## config.mk

```make
export PLATFORM = sky130hd
export DESIGN_NAME = crc
export DESIGN_NICKNAME = d
export VERILOG_FILES = /design/src/rtl/crc.sv
export SDC_FILE = /design/constraint.sdc
export NUM_CORES = 1
export LEC_CHECK = 0
export ABC_AREA = 1
export CORE_MARGIN = 2
export CORE_UTILIZATION = 45
export CTS_CLUSTER_SIZE = 10
export DETAILED_ROUTE_END_ITERATION = 8
export PLACE_DENSITY = 0.83
export SLEW_MARGIN = 30
export SYNTH_ARGS = -nofsm -noshare
export SYNTH_HDL_FRONTEND = slang
export SYNTH_SLANG_ARGS = --single-unit
```

## constraint.sdc

```tcl
create_clock -name clk -period 3.21 [get_ports clk]
set_clock_uncertainty 0.1 [all_clocks]
set_input_delay 0.963 -clock clk [delete_from_list [all_inputs] [get_ports clk]]
set_output_delay 0.963 -clock clk [all_outputs]
set_load 0.005 [all_outputs]
```

## src/rtl/crc.sv

```systemverilog
// Byte-serial CRC-16/MODBUS accumulator: absorbs one byte per enabled clock, result visible the next cycle.
// No backpressure: crc_en may be held high for back-to-back bytes; crc_en low holds the register.
module crc #(
    parameter logic [15:0] POLY = 16'hA001,
    parameter logic [15:0] INIT = 16'hFFFF
) (
    input  logic        clk,
    input  logic        rst,
    input  logic [7:0]  data_in,
    input  logic        crc_en,
    output logic [15:0] crc_out
);

    logic [15:0] c;

    // Eight LSB-first shift/XOR stages unrolled so a whole byte lands in one clock.
    function automatic logic [15:0] crc_step(input logic [15:0] cur, input logic [7:0] d);
        logic [15:0] t;
        t = cur ^ {8'h00, d};
        for (int i = 0; i < 8; i++) begin
            t = t[0] ? ((t >> 1) ^ POLY) : (t >> 1);
        end
        return t;
    endfunction

    always_ff @(posedge clk) begin
        if (!rst) begin
            c <= INIT;
        end else if (crc_en) begin
            c <= crc_step(c, data_in);
        end
    end

    assign crc_out = c;

endmodule

```

==> metrics.txt, run 1 <==
GRT overflow=0; Fill cells=208; Sequential Power Share=0.443; max reg flops=16; # setup viols final=0; clock-pin slew on the worst setup and hold paths=0.09 ns; Switching Power=0.1812 mW; RSZ-0062 raised after global routing=no; largest net degree at the start of global routing=18; Initial DRC Count=20; GRT Util Overall=0.2041; DR vias=990; Yosys top cell by area=dfxtp_1; Int Pwr=0.3492 mW; area grow syn2layout=32.31%; # port buffers=26; hold_ws=0.4022 ns; fin nets=186; Synth Warn #=0; Initial DRT Pass Iterations=4; Hold Path End=crc_out[2]; initial antenna violation count=0; latest clock arrival within the worst-skew pair=0.29 ns; Syn Nets=158; Total Power=0.5304 mW; r2r startpoint=crc_out[0]; Synth area leaders=dfxtp_1 34%, nand2_1 25%, a21oi_1 7.0%; actual slew at the worst max-slew pin=0.4832 ns; TNS Setup=0 ns; P per Cell Area=429.5 nW/um2; Die ar.=2455 um2; routed length per placed instance=11.15 um; Max IR drop VDD=0.0002350 V; Avg Vias per Cell=4.950; WHS Path Cells=2; Worst Path Required=3.30 ns; Post CTS Setup Buffer Count=0; Rel. slew slack=0.6775; clock power share=0.205; initial core utilization=0.4758; final WL=2229 um; Sw Share=0.3416; hpwl dp=1718 um; Finished Layout Cells=200; period utilisation layout=0.7481; CTS Root Cell=clkbuf_4; synthesized flop and latch total=16; LEAKAGE=0.6204 nW; r2r endpoint=crc_out[0]; CP max FO=3; status=complete, no violations; remaining antenna violation count=0; Hold Crit Start=crc_out[10]; vias in the first global route=982; maxcap violations=0; crit start category=input pin; H-tree levels=1; Placed Instances=197; arrival time worst endpoint=2.50 ns; Cell variety after synth=16; DRC=0; Final Hold Violating Endpoints=0; ant diodes=0; global-route wire length before repair=3981 um; Routability Congestion=0.7808; syn_area_per_cell=6.350 um2; die height=49.55 um; core area=1962 um2; FF-to-FF path depth=13; Top Ports=27; mapped cell area=933.4 um2; Die Wd=49.55 um; Post-CTS Resized=0; layout cells sized above 1=0.06936; CTS Sinks=16; FP Rows=16; Comb power frac=0.352; Synth top area share=0.3432; hold buffer count at CTS=0; Hold Path Class=register to register; Clock Path Buffers=2; Fmax=0.4164 GHz; TritonCTS buffer count=3; Final Critical Period=2.401 ns; CTS tree=built; setup slack, reg-to-reg=1.57 ns; synthesized netlist cell count=147; sequential cell area fraction in the yosys report=0.3432; kind of critical path=input pin to register; Slew Limit Fails=0; CP Capture Type=register
==> cell families after synthesis <==
family / Yosys count / synth area share
compound gates: 23 / 0.1287
buf+inv: 19 / 0.08444
flops: 16 / 0.3432
simple gates: 82 / 0.3780
xor+xnor: 7 / 0.06568
==> synthesized netlist by cell type <==
master	instances
nor2_1	2
nand2_2	3
xnor2_1	4
clkbuf_1	3
xor2_1	3
o21ai_0	8
inv_1	15
nand3_2	3
a21oi_1	13
nand2_1	61
nand3_1	11
dfxtp_1	16
or2_2	1
buf_6	1
o211ai_1	2
nor2_2	1
==> stage by stage <==
step / setup slack (ns) / cell area (um2) / util
after CTS: 0.8004 / 1235 / 0.6295
after detailed placement: 0.5068 / 1212 / 0.6180
after floorplan: 1.209 / 933.4 / -
after global routing: 0.5965 / 1235 / 0.6295
after global placement: 0.5781 / 1212 / 0.6180
final: 0.8085 / 1235 / 0.6295
==> power by group through the flow <==
stage	logic, mW	clock network [mW]	registers (mW)
floorplan	0.112	0	0.239
global placement	0.179	0	0.239
detailed placement	0.186	0	0.240
CTS	0.187	0.110	0.235
global route	0.209	0.117	0.238
finish	0.187	0.109	0.235
==> layout make-up <==
type	count	area, um2	share of cell area
clock buffers	3	22.52	0.01824
inverters	15	56.30	0.04559
multi-input cells	112	534.3	0.4326
flip-flops and latches	16	320.3	0.2594
well taps	27	33.78	0.02736
repair buffers	27	267.8	0.2168
==> metal layers <==
layer  up-vias  GRT usage  routed length, um  share of wire
met5         -          0                  0              0
met4         0     0.1065                 44          0.020
met3         5    0.02424                 77          0.035
met2        22     0.3644               1065           0.48
met1       444     0.2358               1042           0.47
li1        519          -                  -              -
==> placed cells by master, fill, tap and decap left out, types with 4 or more instances in the layout <==
master / netlist / routed
a21oi_1: 13 / 13
clkdlybuf4s50_1: 0 / 26
nand2_1: 61 / 61
xnor2_1: 4 / 4
o21ai_0: 8 / 8
nand3_1: 11 / 11
inv_1: 15 / 15
dfxtp_1: 16 / 16
==> worst max path at each step <==
| stage | from | endpoint | depth (start not counted) |
|---|---|---|---|
| global route | data_in[1] | crc_out[0] | 14 |
| detailed placement | data_in[3] | crc_out[0] | 11 |
| floorplan | data_in[0] | crc_out[0] | 12 |
| finish | data_in[3] | crc_out[0] | 11 |
| CTS | data_in[3] | crc_out[0] | 11 |
| global placement | data_in[3] | crc_out[0] | 11 |
==> worst max-delay path: stages <==
cell and delay, ns:
clkdlybuf4s50_1 0.51, xor2_1 0.26, nand2_1 0.10, nand2_1 0.09, nand2_1 0.07, nand3_1 0.14, nand2_2 0.09, nand2_1 0.08
nand3_2 0.07, nand3_2 0.06, nand2_1 0.05
Power figures use the tool's default switching activity.
==> inputs of run 2 (changes only) <==
CORE_UTILIZATION = 41   (was 45)
PLACE_DENSITY = 0.8   (was 0.83)
clock period = 2 ns   (was 3.21 ns; I/O delays follow)
==> run 2 against run 1 <==
Core utilization increased by 0.73 points. Cell count increased by 6.5%. Routed wire length increased by 12%. First-iteration DRC count increased by 10%. Critical path depth unchanged. Sequential share of layout area decreased by 2.7 points. Clock-buffer cell count increased by 1. Sequential power increased by 62%. Largest power group unchanged.
==> metrics.txt, run 2 (synthesized netlist as in run 1, its figures left out) <==
fin nets=197 (+5.9%); GRT Util Overall=0.2029 (-0.001157); routed length per placed instance=11.67 um (+4.7%); LEAKAGE=0.7447 nW (+20%); crit start category=input pin; CP Launch Point=data_in[4]; TritonCTS buffer count=3 (unchanged); RSZ-0062 raised after global routing=yes; DR vias=1085 (+9.6%); most frequent CP cell=nand2_2; Clock Path Buffers=2 (unchanged); FF-to-FF path depth=13 (unchanged); Avg Vias per Cell=5.094 (+2.9%); DRC=0 (unchanged); # port buffers=26 (unchanged); GRT overflow=0 (unchanged); maxcap violations=0 (unchanged); ant diodes=0 (unchanged); Final Critical Period=1.965 ns; GR Util met3=0.03736 (+0.01311); Hold Crit Start=crc_out[10]; met1 GRT Util=0.2396 (+0.003791); last element of the critical path=crc_out[0]; Worst path slowest cell=clkdlybuf4s50_1; Slew Limit Fails=0 (unchanged); slack of the critical path=0.03488 ns (-0.7736 ns); Sequential Area=324.1 um2 (+1.2%); final WL=2486 um (+12%); Fill cells=189 (-9.1%); hpwl dp=1784 um (+3.9%); slowest stage delay, CP=0.49 ns (-0.02 ns); CP Capture Type=register; CTS Sinks=16 (unchanged); r2r endpoint=crc_out[0]; P per Cell Area=693.2 nW/um2 (+61%); clock-pin slew on the worst setup and hold paths=0.10 ns (about the same); CTS tree=built; CTS Root Cell=clkbuf_4; Worst Path Required=2.10 ns (-1.20 ns); r2r startpoint=crc_out[6]; core area=2191 um2 (+12%); area grow syn2layout=49.46%; most used routing layer=met2; # setup viols final=0 (unchanged); remaining antenna violation count=0 (unchanged); actual slew at the worst max-slew pin=0.4715 ns (-0.01166 ns); hold_ws=0.4018 ns (-0.0004070 ns); arrival time worst endpoint=2.07 ns (-0.43 ns); Initial DRT Pass Iterations=5 (+1); period utilisation layout=0.9826; kind of critical path=input pin to register; Routability Congestion=0.8460 (+8.4%); Die Wd=51.72 um (+4.4%); H-tree levels=1 (unchanged); most common cell after layout, fill and taps aside=nand2_1; CP max FO=3 (unchanged); Die ar.=2674 um2 (+9.0%); hold buffer count at CTS=0 (unchanged); Top Ports=27 (unchanged); initial antenna violation count=0 (unchanged); Placement Setup Slack=-0.3036 ns (-0.8103 ns); worst-path cell chain=clkdlybuf4s50_1 > xnor2_2 > nand3_1 > nand2_2 > inv_1 > nand2_2 > nand2_2 > nand2_2 > nand3_2 > nand3_2 > nand2_1; GR Util met2=0.3611 (-0.003333); latest clock arrival within the worst-skew pair=0.30 ns (about the same); Hold Path Class=register to register; initial core utilization=0.4260 (-0.04972); Final Hold Violating Endpoints=0 (unchanged); global-route wire length before repair=4043 um (+1.6%); TNS Setup=0 ns (unchanged); Initial DRC Count=22 (+10%); status=complete, no violations; commonest cells after routing, fill and taps aside=58 x nand2_1, 20 x clkdlybuf4s50_1, 13 x inv_1, 13 x a21oi_1, 13 x dfxtp_1; Post CTS Setup Buffer Count=0 (unchanged); Rel. slew slack=0.6853 (+0.007778); max reg flops=16 (unchanged); FP Rows=17 (+1); Max IR drop VDD=0.0003611 V (+54%); setup slack, reg-to-reg=0.37 ns (-1.20 ns); die height=51.72 um (+4.4%); multi-input logic area=581.8 um2 (+8.9%); vias in the first global route=993 (+1.1%); Fmax=0.5089 GHz; largest net degree at the start of global routing=17 (-1); layout cells sized above 1=0.2054 (+0.1360)
==> run 2: through the flow <==
stage / instance area (um2) / util / power, mW / instances
4_1_cts: 1344 / 0.6134 / 0.9547 / 213
3_3_place_gp: 1296 / 0.5917 / 0.7071 / 209
3_5_place_dp: 1296 / 0.5917 / 0.7210 / 209
6_report: 1395 / 0.6368 / 0.9671 / 213
2_1_floorplan: 933.4 / - / 0.5637 / 147
5_1_grt: 1395 / 0.6368 / 1.025 / 213
==> run 2: per-layer routing <==
layer | part of all wire | wire length, um
met3 | 0.063 | 156
met2 | 0.52 | 1283
met1 | 0.40 | 983
met4 | 0.025 | 63
met5 | 0 | 0
==> run 2: critical path: cells and delay by family <==
kind	cells	cell delay, ns
and+or+nand+nor	8	0.68
xor gates and xnor gates	1	0.23
buffers and inverters	2	0.55
==> run 2: cell type report <==
| cell class | count | area share |
|---|---|---|
| clock buffer | 4 | 0.02601 |
| inverter | 15 | 0.04036 |
| multi-input combinational | 112 | 0.4170 |
| sequential | 16 | 0.2323 |
| tap | 28 | 0.02511 |
| timing repair buffer | 38 | 0.2592 |
==> run 2: worst min-delay path by stage <==
stage | end | cells past startpoint
4_1_cts | crc_out[13] | 2
3_3_place_gp | crc_out[2] | 2
5_1_grt | crc_out[2] | 2
6_report | crc_out[2] | 2
2_1_floorplan | crc_out[3] | 2
3_5_place_dp | crc_out[13] | 2
==> run 2: what timing repair did <==
action | 4_1_cts | 5_1_grt
setup endpoints to repair | 1 | 3
pin swaps | 2 | 3
gates resized for setup | 4 | 16
cloned | 0 | 0
==> run 2: power by group <==
group / internal (mW) / switching (mW) / total (mW)
registers: 0.350 / 0.0314 / 0.381
clock network: 0.111 / 0.117 / 0.228
logic: 0.178 / 0.180 / 0.358
